<file path="config.mk">
export PLATFORM = sky130hd
export DESIGN_NAME = dot_accumulator
export DESIGN_NICKNAME = d
export VERILOG_FILES = /design/src/rtl/dot_accumulator_pkg.sv /design/src/rtl/dot_acc_adder.sv /design/src/rtl/dot_accumulator.sv
export SDC_FILE = /design/constraint.sdc
export NUM_CORES = 1
export LEC_CHECK = 0
export CAP_MARGIN = 5
export CELL_PAD_IN_SITES_DETAIL_PLACEMENT = 0
export CELL_PAD_IN_SITES_GLOBAL_PLACEMENT = 1
export CORE_ASPECT_RATIO = 1.75
export CORE_MARGIN = 2
export CORE_UTILIZATION = 48
export CTS_BUF_LIST = sky130_fd_sc_hd__clkbuf_4 sky130_fd_sc_hd__clkbuf_8
export DETAILED_ROUTE_END_ITERATION = 10
export PLACE_DENSITY = 0.95
export SLEW_MARGIN = 15
export SYNTH_ARGS = -nofsm -noshare
export SYNTH_HDL_FRONTEND = slang
export SYNTH_HIERARCHICAL = 1
export SYNTH_SLANG_ARGS = --single-unit
</file>
<file path="constraint.sdc">
create_clock -name clk -period 4.2 [get_ports clk]
set_input_delay 0.84 -clock clk [delete_from_list [all_inputs] [get_ports clk]]
set_output_delay 0.84 -clock clk [all_outputs]
set_load 0.01 [all_outputs]
</file>
<file path="src/rtl/dot_accumulator_pkg.sv">
// ---------------------------------------------------------------------------
// dot_accumulator_pkg
// Shared definitions for the dot-product accumulator:
//   state_e      - accumulator FSM states (IDLE / ACCUM / HOLD)
//   DEF_ACC_W    - default accumulator / result width
//   DEF_MAX_LEN  - default maximum beats per vector
//   IN_W         - width of one partial-sum beat from the multiply-add stage
//   cnt_width()  - width needed to hold a beat count of 0..max_len
// ---------------------------------------------------------------------------
package dot_accumulator_pkg;

  typedef enum logic [1:0] {
    ST_IDLE  = 2'd0,  // accumulator empty, no result held
    ST_ACCUM = 2'd1,  // at least one beat summed, vector still open
    ST_HOLD  = 2'd2   // result presented, waiting for downstream
  } state_e;

  localparam int DEF_ACC_W   = 40;
  localparam int DEF_MAX_LEN = 256;
  localparam int IN_W        = 32;

  function automatic int cnt_width(input int max_len);
    return $clog2(max_len + 1);
  endfunction

endpackage

</file>
<file path="src/rtl/dot_acc_adder.sv">
// ---------------------------------------------------------------------------
// dot_acc_adder
// ACC_W-bit unsigned add of the running accumulator and one zero-extended
// 32-bit partial sum, with carry-out.
//
// Configuration macro: DOT_ACCUMULATOR_SAT_EN
//   defined   - on carry the sum clamps to all ones (2^ACC_W-1)
//   undefined - the sum wraps modulo 2^ACC_W
// In both builds carry_o reports that the true sum did not fit.
//
// Ports:
//   acc_i   in  ACC_W  running accumulator
//   add_i   in  32     partial-sum beat
//   sum_o   out ACC_W  wrapped or clamped sum
//   carry_o out 1      carry-out of the ACC_W-bit add
// ---------------------------------------------------------------------------
module dot_acc_adder
  import dot_accumulator_pkg::*;
#(
  parameter int ACC_W = DEF_ACC_W
) (
  input  logic [ACC_W-1:0] acc_i,
  input  logic [IN_W-1:0]  add_i,
  output logic [ACC_W-1:0] sum_o,
  output logic             carry_o
);

  logic [ACC_W:0] raw_sum;

  assign raw_sum = {1'b0, acc_i} + {{(ACC_W + 1 - IN_W){1'b0}}, add_i};
  assign carry_o = raw_sum[ACC_W];

`ifdef DOT_ACCUMULATOR_SAT_EN
  // Once clamped, any further non-zero beat carries again, so the
  // accumulator stays pinned at all ones for the rest of the vector.
  assign sum_o = carry_o ? {ACC_W{1'b1}} : raw_sum[ACC_W-1:0];
`else
  assign sum_o = raw_sum[ACC_W-1:0];
`endif

endmodule

</file>
<file path="src/rtl/dot_accumulator.sv">
// ---------------------------------------------------------------------------
// dot_accumulator
// Sums a stream of 32-bit partial sums into one ACC_W-bit dot product per
// vector and presents it through a single output register.
//
// Handshakes (both sides): a transfer happens on a rising clk edge where
// valid and ready are both high. The producer keeps valid and its payload
// stable until the transfer; ready may depend combinationally on the
// consumer's ready (in_ready = ~(out_valid & ~out_ready)).
//
// A vector closes on a beat carrying in_last, or on the MAX_LEN-th beat
// (then out_trunc=1 and the next beat opens a new vector).
//
// Configuration macro: DOT_ACCUMULATOR_SAT_EN (saturating accumulation,
// see dot_acc_adder); default build wraps modulo 2^ACC_W.
//
// Ports:
//   clk, rst_n         clock, asynchronous active-low reset
//   in_valid/in_ready  beat handshake
//   in_data  [31:0]    unsigned partial sum
//   in_last            beat is final of its vector
//   out_valid/out_ready result handshake
//   out_data [ACC_W]   dot-product result
//   out_count[CNT_W]   beats in the vector (1..MAX_LEN)
//   out_ovf            accumulation exceeded 2^ACC_W-1
//   out_trunc          vector closed by MAX_LEN, not in_last
// ---------------------------------------------------------------------------
module dot_accumulator
  import dot_accumulator_pkg::*;
#(
  parameter int ACC_W   = DEF_ACC_W,
  parameter int MAX_LEN = DEF_MAX_LEN,
  localparam int CNT_W  = cnt_width(MAX_LEN)
) (
  input  logic             clk,
  input  logic             rst_n,
  input  logic             in_valid,
  input  logic [IN_W-1:0]  in_data,
  input  logic             in_last,
  output logic             in_ready,
  output logic             out_valid,
  input  logic             out_ready,
  output logic [ACC_W-1:0] out_data,
  output logic [CNT_W-1:0] out_count,
  output logic             out_ovf,
  output logic             out_trunc
);

  state_e             state_q, state_d;
  logic [ACC_W-1:0]   acc_q, acc_d;
  logic [CNT_W-1:0]   cnt_q, cnt_d;
  logic               sticky_q, sticky_d;
  logic [ACC_W-1:0]   out_data_q, out_data_d;
  logic [CNT_W-1:0]   out_count_q, out_count_d;
  logic               out_ovf_q, out_ovf_d;
  logic               out_trunc_q, out_trunc_d;

  logic [ACC_W-1:0]   sum;
  logic               carry;
  logic [CNT_W-1:0]   cnt_inc;
  logic               accept;
  logic               final_beat;

  // One adder serves both the running sum and the final total: the final
  // result is simply the running sum including the closing beat.
  dot_acc_adder #(
    .ACC_W (ACC_W)
  ) u_adder (
    .acc_i   (acc_q),
    .add_i   (in_data),
    .sum_o   (sum),
    .carry_o (carry)
  );

  assign out_valid  = (state_q == ST_HOLD);
  assign in_ready   = ~(out_valid & ~out_ready);
  assign accept     = in_valid & in_ready;
  assign cnt_inc    = cnt_q + CNT_W'(1);
  assign final_beat = in_last | (cnt_inc == CNT_W'(MAX_LEN));

  always_comb begin
    state_d     = state_q;
    acc_d       = acc_q;
    cnt_d       = cnt_q;
    sticky_d    = sticky_q;
    out_data_d  = out_data_q;
    out_count_d = out_count_q;
    out_ovf_d   = out_ovf_q;
    out_trunc_d = out_trunc_q;

    // Result retirement first; a final beat accepted on the same edge
    // overrides it below and keeps the FSM in HOLD.
    case (state_q)
      ST_HOLD: begin
        if (out_ready) begin
          state_d = (cnt_q != '0) ? ST_ACCUM : ST_IDLE;
        end
      end
      default: ;
    endcase

    if (accept) begin
      if (final_beat) begin
        out_data_d  = sum;
        out_count_d = cnt_inc;
        out_ovf_d   = sticky_q | carry;
        out_trunc_d = ~in_last;
        acc_d       = '0;
        cnt_d       = '0;
        sticky_d    = 1'b0;
        state_d     = ST_HOLD;
      end else begin
        acc_d    = sum;
        cnt_d    = cnt_inc;
        sticky_d = sticky_q | carry;
        state_d  = ST_ACCUM;
      end
    end
  end

  always_ff @(posedge clk or negedge rst_n) begin
    if (!rst_n) begin
      state_q     <= ST_IDLE;
      acc_q       <= '0;
      cnt_q       <= '0;
      sticky_q    <= 1'b0;
      out_data_q  <= '0;
      out_count_q <= '0;
      out_ovf_q   <= 1'b0;
      out_trunc_q <= 1'b0;
    end else begin
      state_q     <= state_d;
      acc_q       <= acc_d;
      cnt_q       <= cnt_d;
      sticky_q    <= sticky_d;
      out_data_q  <= out_data_d;
      out_count_q <= out_count_d;
      out_ovf_q   <= out_ovf_d;
      out_trunc_q <= out_trunc_d;
    end
  end

  assign out_data  = out_data_q;
  assign out_count = out_count_q;
  assign out_ovf   = out_ovf_q;
  assign out_trunc = out_trunc_q;

endmodule

</file>
## Yosys cells after proc, flatten, opt, wreduce, memory -nomap -nowiden

Index checks and enable logic that the tools add are counted.

- Flip-flop bits (word level): 103
- Bits of input ports: 37
- Output and inout port bits: 53
- Logic and storage cells: 32

- $add $sub $neg: 2
- Equality and inequality tests: 2
- Mux-type cells: 8
- Bitwise gates (word level): 7
- Reduce and logical (&&, ||, !) cells: 5

Operators by type and width:

| kind | number |
|---|---|
| adder 40 x 32 -> 41 bit | 1 |
| 2-to-1 mux 40 bit | 1 |
| adder 9 x 1 -> 9 bit, second input constant | 1 |
| == test 9 bit, second input constant | 1 |
| 2-to-1 mux 9 bit | 1 |
| nonzero test 9 bit | 1 |
| 2-to-1 mux 2 bit | 4 |
| AND reduction 2 bit | 2 |
| nonzero test 2 bit | 2 |
| NOT 1 bit | 3 |
| AND 1 bit | 2 |
| == test 2 bit, second input constant | 1 |
| 2-to-1 mux 1 bit | 2 |
| OR 1 bit | 2 |

## Depth between registers and ports, before layout

Gate-level depths: netlist of run 1.

- Depth in word-level cells: 6
- Gate-level depth with buffers: 12
- Gate-level depth less buffers: 12

## Cells and area by module

Netlist of run 1, hierarchy kept.

Modules (own cells, without submodules):

| module | instances | cells an instance | area an instance (sq um) | sequential area each (sq um) |
|---|---|---|---|---|
| dot_accumulator | 1 | 402 | 4605.7 | 2577.5 |
| dot_acc_adder | 1 | 284 | 1980.6 | 0.0 |

## Least setup slack after synthesis of run 1

No wires, ideal clock.

- Path type: input -> register
- Start point: input in_data[17]
- End point: register out_data_q[31], in the netlist out_data[31]
- Setup time: 0.125 ns
- Arrival time: 3.072 ns
- Data required time: 4.075 ns
- Setup slack: 1.003 ns
- Cell stages on the path: 10
- Path buffers: 1
- Cell sequence: ha_1 -> buf_2 -> nand4_1 -> or3_1 -> or3_1 -> o21ba_2 -> nor3_4 -> nor2_1 -> xnor2_1 -> mux2_4

- Cells in the longest elaborated chain, start to end: 1

RTL lines:

| element | RTL line | text |
|---|---|---|
| start, declared | dot_accumulator.sv:38 | `input logic [IN_W-1:0] in_data,` |
| adder 40 x 32 -> 41 bit | dot_acc_adder.sv:30 | `assign raw_sum = {1'b0, acc_i} + {{(ACC_W + 1 - IN_W){1'b0}}, add_i};` |
| named net sum[31] | dot_accumulator.sv:58 | `logic [ACC_W-1:0] sum;` |
| end signal, assigned | dot_accumulator.sv:136 | `out_data_q <= out_data_d;` |
| end, declared | dot_accumulator.sv:53 | `logic [ACC_W-1:0] out_data_q, out_data_d;` |

The timed path passes the listed nets, and every way through them passes these cells.
A chain may end at the register's enable or synchronous reset.

## Worst setup path after layout of run 1

- Start point: input in_data[5]
- End point: register acc_q[30]

- Cells in the longest elaborated chain, start to end: 2

RTL lines:

| element | RTL line | text |
|---|---|---|
| adder 40 x 32 -> 41 bit | dot_acc_adder.sv:30 |  |
| named net sum[30] | dot_accumulator.sv:58 |  |
| 2-to-1 mux 40 bit | dot_accumulator.sv:103 | `if (final_beat) begin` |
| end signal, assigned | dot_accumulator.sv:124 | `acc_q <= '0;` |
| end signal, assigned | dot_accumulator.sv:133 | `acc_q <= acc_d;` |
| end, declared | dot_accumulator.sv:50 | `logic [ACC_W-1:0] acc_q, acc_d;` |

The timed path passes the listed nets, and every way through them passes these cells.

==> results of run 1 <==
[worst max-delay path: stages]
cell,delay (ps)
clkdlybuf4s50_1,450
ha_1,380
and3_1,210
a221oi_2,100
or3_4,430
a21boi_2,260
a211oi_1,130
nor3_1,510
nor3_1,140
a311oi_1,350
nand2_1,70
o21ai_0,160
[cells by family (layout without fill, tap and decap cells)]
logic type	after synthesis	count (layout)	synth area share, %
and+or+nand+nor	247	247	17.6
AOI/OAI and AO/OA	160	160	15.8
DFF	103	103	39.1
muxes	51	51	11.3
buffers and inverters	48	128	3.72
xor gates and xnor gates	41	41	5.45
adders and majority gates	36	36	6.95
[state kept, by name, summed over array words and instances (netlist names)]
signal     cells
acc_q         40
out_data      40
cnt_q          9
out_count      9
state_q        2
out_ovf        1
out_trunc      1
sticky_q       1
[power by group through the flow]
stage	clock (mW)	sequential [mW]	combinational (mW)
floorplan	0	1.59	1.70
global placement	0	1.55	2.51
detailed placement	0	1.56	2.56
CTS	0.614	1.55	2.58
global route	0.653	1.59	2.83
finish	0.593	1.54	2.58
[layer usage]
layer / global-route usage [%] / vias to the layer above / wire length [um]
li1: - / 2566 / -
met1: 25.5 / 2624 / 6250
met2: 41.4 / 140 / 8650
met3: 3.22 / 23 / 627
met4: 8.07 / 0 / 319
met5: 0 / - / 0
[area by class of cell]
type	count	area share [%]
Clock buffer	11	1.87
Clock inverter	4	0.403
Inverter	14	0.677
Multi-Input combinational cell	535	48.5
Sequential cell	103	33.2
Tap cell	174	2.80
Timing Repair Buffer	99	12.6
[per-stage QoR]
step	instance area (um2)	power, mW	std cells	util, %	hold WS, ps
finish	7760	4.72	940	58.0	490
CTS	7760	4.74	940	58.0	499
detailed placement	7590	4.13	925	56.7	477
global placement	7590	4.06	925	56.7	468
global route	7760	5.08	940	58.0	513
floorplan	6590	3.29	686	-	456
[cells in the final DEF, fill, tap and decap left out, types with 4 or more instances in the layout]
master / count
nor4_1: 4
ha_1: 35
o21ai_1: 6
nor3b_1: 5
nor3_1: 13
a221oi_1: 4
nand3_1: 9
o21ai_0: 60
or4b_1: 4
dfrtp_1: 103
o21bai_1: 4
clkbuf_8: 10
o21a_1: 4
nand4_1: 7
clkdlybuf4s50_1: 88
buf_4: 10
or3_1: 5
xnor2_1: 25
a21o_1: 13
inv_1: 13
nand2_1: 138
and3_1: 9
a21oi_1: 36
mux2_4: 47
nor2_1: 34
xor2_1: 16
nor2b_1: 5
[worst max path at each step]
stage	cells after the start	slack, ps	endpoint	startpoint
after floorplan	10	1000	out_data[31]$_DFFE_PN0P_	in_data[17]
after global placement	13	240	acc_q[30]$_DFFE_PN0P_	in_data[0]
after detailed placement	12	90	acc_q[30]$_DFFE_PN0P_	in_data[5]
after CTS	12	500	acc_q[30]$_DFFE_PN0P_	in_data[5]
after global routing	13	310	acc_q[30]$_DFFE_PN0P_	in_data[0]
final	12	470	acc_q[30]$_DFFE_PN0P_	in_data[5]
==> flow_metrics.env, run 1 <==
export IMPL_ys_warn_count=6
export IMPL_clockPowerShare_pct=12.6
export IMPL_p_switching_mw=1.89
export IMPL_grt_pass1_wl_um=26800
export IMPL_period_minus_slack_ps=3730
export IMPL_yosys_top_cells_area="dfrtp_1, mux2_4, nand2_1"
export IMPL_area_delta_synth_final_pct=17.9
export IMPL_clk_pin_slew_worst_paths_ps=100
export IMPL_hold_class="reg2reg"
export IMPL_clk_insertion_delay_late_ps=380
export IMPL_min_path_cells=2
export IMPL_finalWorstSetupSlack_ps=465
export IMPL_multi_input_area_um2=3760
export IMPL_tightest_slew_ps=1030
export IMPL_period_share_pct=88.9
export IMPL_outcome="completed"
export IMPL_worstReg2RegStart="acc_q[4]$_DFFE_PN0P_"
export IMPL_die_area_um2=14700
export IMPL_place_congestion=0.870
export IMPL_final_setup_skew_ps=14.0
export IMPL_routed_wirelength_um=15800
export IMPL_drc=0
export IMPL_setup_violations=0
export IMPL_grt_start_max_net_pins=82
export IMPL_clock_fmax_mhz=268
export IMPL_ys_seq_elements=103
export IMPL_initial_utilization_pct=49.2
export IMPL_maxSlewViolCount=0
export IMPL_coreArea_um2=13400
export IMPL_ys_async_sr_fraction_pct=100
export IMPL_yosys_area_top_type_share_pct=39.1
export IMPL_leakagePower_nw=3.45
export IMPL_worstPathMaxFanout=5
export IMPL_antenna_found_initial=0
export IMPL_synth_top_cells_by_count="nand2_1, dfrtp_1, o21ai_0, mux2_4, a21oi_1"
export IMPL_cts_setup_buffers=0
export IMPL_holdPathEnd="acc_q[7]$_DFFE_PN0P_"
export IMPL_reg2reg_to="acc_q[30]$_DFFE_PN0P_"
export IMPL_cp_start_kind="input pin"
export IMPL_ant_nets=0
export IMPL_cts_sinks=103
export IMPL_routedWlPerCell_um=16.9
export IMPL_worstPathRequired_ps=4500
export IMPL_drtIter0Drc=297
export IMPL_cap_viol_max_count=0
export IMPL_cp_end_kind="flop"
export IMPL_yosys_area_top_type="dfrtp_1"
export IMPL_synth_cell_area_um2=6590
export IMPL_viasPerCell=5.69
export IMPL_peakVddDrop_uv=299
export IMPL_vias=5353
export IMPL_synth_fp_nets=759
export IMPL_fp_row_count=56
export IMPL_synth_cells=686
export IMPL_drt_pass1_iter_count=4
export IMPL_cellPowerDensity_nw_per_um2=608
export IMPL_crit_type="in2reg"
export IMPL_min_from="acc_q[7]$_DFFE_PN0P_"
export IMPL_clockRootBuffer="clkbuf_8"
export IMPL_insertedDiodeCount=0
export IMPL_cts_tree="done"
export IMPL_io_buffers=89
export IMPL_die_h_um=159
export IMPL_synth_edf_count=0
export IMPL_io_pins=90
export IMPL_ys_flop_type="dfrtp_1"
export IMPL_clockBufferDepth=2
export IMPL_power_share_switching_pct=39.9
export IMPL_drive_gt1_share_pct=11.9
export IMPL_seq_power_share_pct=32.7
export IMPL_comb_power_share_pct=54.7
export IMPL_hold_violations=0
export IMPL_die_width_um=92.6
export IMPL_crit_arrival_ps=4040
export IMPL_numCtsBuffers=9
export IMPL_grt_usage_pct=22.3
export IMPL_nNetsFinal=835
export IMPL_ff_latch_area_um2=2580
export IMPL_postCtsHoldBufs=0
export IMPL_cts_repair_resized=0
export IMPL_grt_ovfl_total=0
export IMPL_r2r_slack_ps=1000
export IMPL_dp_hpwl_um=11300
export IMPL_grt_pass1_vias=5670
export IMPL_finalSetupTns_ps=0
export IMPL_htreeDepth=3
export IMPL_yosys_cell_types_count=71
export IMPL_max_slew_margin_pct=31.5
export IMPL_yosysSeqAreaShare_pct=39.1
export IMPL_rsz0062_at_grt="no"
export IMPL_p_int_mw=2.84
export IMPL_preCtsSetupSlack_ps=88.2
export IMPL_yosysMostFrequentCell="nand2_1"
export IMPL_reg2reg_depth=11
export IMPL_synth_avg_cell_area_um2=9.60
export IMPL_fill_cells=1182
Note: power is estimated with default switching activity, not from simulation.
==> inputs of run 2 (changes only) <==
- CORE_ASPECT_RATIO: 1.75 -> not set
- CTS_BUF_LIST: sky130_fd_sc_hd__clkbuf_4 sky130_fd_sc_hd__clkbuf_8 -> sky130_fd_sc_hd__clkbuf_4
==> run 2 against run 1 <==
Effect of this change:
- via count is 1.1% lower
- sequential share of layout area rose by 0.38 points
- flip-flop and latch count unchanged
- register-to-register slack better by 50 ps
- die area decreased by 0.25%
- utilization decreased by 0.50 points
- non-clock buffer count fell by 3
- sequential power hardly changed
- final area fell by 1.1%
- critical path type unchanged
- largest power group unchanged
==> flow_metrics.env, run 2 (same netlist as run 1, synthesis figures left out) <==
export IMPL_outcome="completed"
export IMPL_fp_row_count=42
export IMPL_cts_repair_resized=0
export IMPL_nNetsFinal=832
export IMPL_dp_hpwl_um=10700
export IMPL_die_area_um2=14700
export IMPL_clock_fmax_mhz=286
export IMPL_clk_insertion_delay_late_ps=480
export IMPL_drc=0
export IMPL_r2r_slack_ps=1050
export IMPL_design_area_um2=7680
export IMPL_finalSetupTns_ps=0
export IMPL_max_slew_margin_pct=46.2
export IMPL_initial_utilization_pct=49.3
export IMPL_grt_pass1_wl_um=25600
export IMPL_place_congestion=0.905
export IMPL_io_pins=90
export IMPL_viasPerCell=5.62
export IMPL_grt_start_max_net_pins=61
export IMPL_worstPathRequired_ps=4620
export IMPL_hold_violations=0
export IMPL_p_total_mw=4.55
export IMPL_cap_viol_max_count=0
export IMPL_clockRootBuffer="clkbuf_4"
export IMPL_clk_pin_slew_worst_paths_ps=150
export IMPL_ant_nets=0
export IMPL_setup_violations=0
export IMPL_grt_usage_pct=21.7
export IMPL_postCtsHoldBufs=0
export IMPL_cp_start_kind="input pin"
export IMPL_clockBufferDepth=2
export IMPL_routedWlPerCell_um=16.2
export IMPL_placed_area_um2=7560
export IMPL_mostFrequentLayoutCells="nand2_1, dfrtp_1, clkdlybuf4s50_1"
export IMPL_tightest_slew_ps=805
export IMPL_die_h_um=121
export IMPL_drt_pass1_iter_count=5
export IMPL_numCtsBuffers=9
export IMPL_htreeDepth=3
export IMPL_maxSlewViolCount=0
export IMPL_leakagePower_nw=3.42
export IMPL_die_width_um=121
export IMPL_io_buffers=89
export IMPL_period_share_pct=83.2
export IMPL_vias=5292
export IMPL_crit_type="in2reg"
export IMPL_rsz0062_at_grt="no"
export IMPL_cts_sinks=103
export IMPL_period_minus_slack_ps=3500
export IMPL_grt_pass1_vias=5174
export IMPL_coreArea_um2=13300
export IMPL_routed_wirelength_um=15300
export IMPL_cp_end_kind="flop"
export IMPL_cts_tree="done"
export IMPL_cts_setup_buffers=0
export IMPL_antenna_found_initial=1
export IMPL_cellPowerDensity_nw_per_um2=593
export IMPL_grt_ovfl_total=0
export IMPL_hold_class="in2async"
export IMPL_final_common_cell="nand2_1"
export IMPL_final_setup_skew_ps=18.9
export IMPL_drtIter0Drc=338
export IMPL_area_delta_synth_final_pct=16.5
export IMPL_crit_arrival_ps=3910
export IMPL_peakVddDrop_uv=311
export IMPL_worstPathMaxFanout=5
export IMPL_drive_gt1_share_pct=11.4
[run 2: cell count changes in the layout (fill, tap and decap cells not counted), sizes merged]
cell / change
buf: -3
clkinv: +3
diode: +1
clkinvlp: -3
clkbuf: +1
[run 2: worst paths after layout]
path                                       from                        to  depth (start not counted)
setup / recovery                     in_data[0]     acc_q[36]$_DFFE_PN0P_                         13
hold / removal                            rst_n  out_data[21]$_DFFE_PN0P_                          1
setup reg to reg           acc_q[0]$_DFFE_PN0P_  out_data[30]$_DFFE_PN0P_                         11
hold reg to reg            acc_q[5]$_DFFE_PN0P_      acc_q[5]$_DFFE_PN0P_                          2
max in group asynchronous                 rst_n     acc_q[15]$_DFFE_PN0P_                          2
min in group clk           acc_q[5]$_DFFE_PN0P_      acc_q[5]$_DFFE_PN0P_                          2
[run 2: metal layers]
layer | track usage [%] | vias up | routed length, um
met2 | 35.5 | 180 | 7190
met3 | 3.15 | 18 | 895
met5 | 0 | - | 0
li1 | - | 2565 | -
met1 | 29.3 | 2529 | 6920
met4 | 7.83 | 0 | 258
[run 2: final cells by class]
type,instances,area [um2]
antenna,1,2.50
clock buffer,12,90.1
clock inverter,4,21.3
fill,1165,5670
inverter,14,52.6
multi-input combinational,535,3770
sequential,103,2580
tap,176,220
timing repair buffer,96,941
[run 2: worst max-delay path, stage by stage]
cell and delay [ps]:
clkdlybuf4s50_1 450, ha_1 170, fa_1 230, a21o_1 170, a221oi_2 100, or3_4 440, nand2_4 90, a31oi_4 110
o21a_4 270, a2111oi_1 510, xor2_1 280, nand2_1 80, o21ai_0 160
[run 2: where the power goes]
group | leakage (nW) | total (mW) | internal [mW] | switching (mW)
Sequential | 1.33 | 1.55 | 1.32 | 0.235
Clock | 0.0668 | 0.462 | 0.140 | 0.322
Combinational | 2.03 | 2.53 | 1.26 | 1.27
Total | 3.42 | 4.55 | 2.72 | 1.83
[run 2: metrics by stage]
step / hold slack (ps) / utilization [%] / setup WS [ps] / instances
global route: 454 / 57.5 / 532 / 941
detailed placement: 481 / 56.7 / 250 / 924
finish: 412 / 57.5 / 705 / 941
global placement: 469 / 56.6 / 301 / 924
floorplan: 456 / - / 1000 / 686
CTS: 423 / 57.5 / 777 / 940
==> inputs of run 3 (changes only) <==
- CORE_UTILIZATION: 48 -> 40
- PLACE_DENSITY: 0.95 -> 0.88
- clock period: 4.2 -> 3 ns (I/O delays scaled with it)
==> run 3 against run 2 <==
Effect of this change:
- first-iteration DRC count shrank 17%
- wire length grew 7.2%
- non-clock buffer count grew 80
- critical path depth shrank 1
- count of clock-buffer cells in the layout shrank 1
- register-to-register slack lost 900 ps
- flip-flop and latch count is the same
- largest power group unchanged
==> flow_metrics.env, run 3 (same netlist as run 1, synthesis figures left out) <==
export IMPL_preCtsSetupSlack_ps=-647
export IMPL_period_minus_slack_ps=2910
export IMPL_p_total_mw=7.36
export IMPL_hold_violations=0
export IMPL_maxSlewViolCount=0
export IMPL_clockRootBuffer="clkbuf_4"
export IMPL_worstPathRequired_ps=3410
export IMPL_htreeDepth=3
export IMPL_grt_pass1_wl_um=26700
export IMPL_initial_utilization_pct=41.2
export IMPL_drive_gt1_share_pct=24.1
export IMPL_clockBufferDepth=2
export IMPL_fill_cells=1491
export IMPL_tightest_slew_ps=956
export IMPL_numCtsBuffers=9
export IMPL_dp_hpwl_um=11400
export IMPL_die_area_um2=17500
export IMPL_routedWlPerCell_um=15.4
export IMPL_drtIter0Drc=281
export IMPL_final_setup_skew_ps=31.1
export IMPL_area_delta_synth_final_pct=31.3
export IMPL_grt_start_max_net_pins=70
export IMPL_die_h_um=132
export IMPL_cp_start_kind="input pin"
export IMPL_dp_cells=1040
export IMPL_cellPowerDensity_nw_per_um2=851
export IMPL_io_pins=90
export IMPL_drc=0
export IMPL_peakVddDrop_uv=405
export IMPL_finalWorstSetupSlack_ps=94.1
export IMPL_clock_fmax_mhz=344
export IMPL_die_width_um=132
export IMPL_grt_usage_pct=18.8
export IMPL_cts_tree="done"
export IMPL_nNetsFinal=912
export IMPL_vias=5469
export IMPL_crit_arrival_ps=3320
export IMPL_mostFrequentLayoutCells="nand2_1, dfrtp_1, clkdlybuf4s50_1"
export IMPL_period_share_pct=96.9
export IMPL_antenna_found_initial=2
export IMPL_viasPerCell=5.16
export IMPL_grt_ovfl_total=0
export IMPL_hold_class="in2async"
export IMPL_leakagePower_nw=3.92
export IMPL_routed_wirelength_um=16400
export IMPL_postCtsHoldBufs=0
export IMPL_fp_row_count=46
export IMPL_drt_pass1_iter_count=4
export IMPL_clk_pin_slew_worst_paths_ps=170
export IMPL_worstPathMaxFanout=4
export IMPL_max_slew_margin_pct=36.1
export IMPL_final_common_cell="nand2_1"
export IMPL_worst_hold_slack_ps=17.5
export IMPL_grt_pass1_vias=5303
export IMPL_place_congestion=0.874
export IMPL_crit_type="in2reg"
export IMPL_final_instance_count_excl_fill=1060
export IMPL_cts_sinks=103
export IMPL_finalSetupTns_ps=0
export IMPL_cp_end_kind="flop"
export IMPL_io_buffers=89
export IMPL_outcome="completed"
export IMPL_cap_viol_max_count=0
export IMPL_ant_nets=0
export IMPL_clk_insertion_delay_late_ps=500
export IMPL_setup_violations=0
export IMPL_coreArea_um2=16000
[run 3: cell count changes in the layout (fill, tap and decap cells not counted), sizes merged]
cell	before	now
dlymetal6s2s	0	5
buf	8	88
clkinvlp	0	2
clkinv	3	2
inv	15	14
clkbuf	12	11
clkdlybuf4s50	88	83
[run 3: where the power goes]
| part | leakage (nW) | switching, mW | internal [mW] |
|---|---|---|---|
| logic | 2.53 | 2.09 | 2.42 |
| registers | 1.33 | 0.341 | 1.85 |
| clock network | 0.0564 | 0.484 | 0.181 |
[run 3: through the flow]
| step | util (%) | cell area, um2 |
|---|---|---|
| global route | 54.1 | 8650 |
| global placement | 51.4 | 8230 |
| CTS | 52.4 | 8380 |
| detailed placement | 51.4 | 8230 |
| finish | 54.1 | 8650 |
| floorplan | - | 6590 |
[run 3: layer usage]
layer	wire length, um	part of all wire, %	track usage, %
met5	14	0.086	0
met4	154	0.94	4.72
met3	846	5.2	5.07
met2	7720	47	29.7
met1	7630	47	25.5
[run 3: layout make-up]
cell class / count / area (um2) / area share, %
Antenna cell: 1 / 2.50 / 0.0289
Timing Repair Buffer: 176 / 1620 / 18.7
Sequential cell: 103 / 2580 / 29.8
Tap cell: 216 / 270 / 3.12
Clock buffer: 11 / 82.6 / 0.955
Clock inverter: 4 / 23.8 / 0.275
Inverter: 14 / 52.6 / 0.607
Multi-Input combinational cell: 535 / 4020 / 46.5
[run 3: worst max-delay path: stages]
cell and delay, ps:
clkdlybuf4s50_1 420, ha_1 350, nand2_1 110, or3_4 400, or3_1 360, o21ba_4 220, buf_4 140, nor3_2 150
nor2_1 70, xnor2_1 260, nand2_1 100, o21ai_2 140
[run 3: repair_timing]
action	in CTS	in global routing
cloned	0	0
setup buffers	0	5
setup endpoints to repair	14	49
pin swaps	3	25
gates resized for setup	7	52
[run 3: worst paths after layout]
path,cells past startpoint,startpoint,endpoint,slack [ps]
setup / recovery,12,in_data[14],acc_q[27]$_DFFE_PN0P_,90
hold / removal,1,rst_n,acc_q[17]$_DFFE_PN0P_,20
setup reg to reg,12,acc_q[1]$_DFFE_PN0P_,out_data[29]$_DFFE_PN0P_,150
hold reg to reg,2,acc_q[28]$_DFFE_PN0P_,acc_q[28]$_DFFE_PN0P_,510
max in group asynchronous,2,rst_n,out_data[3]$_DFFE_PN0P_,2240
min in group clk,3,in_data[0],out_data[0]$_DFFE_PN0P_,500
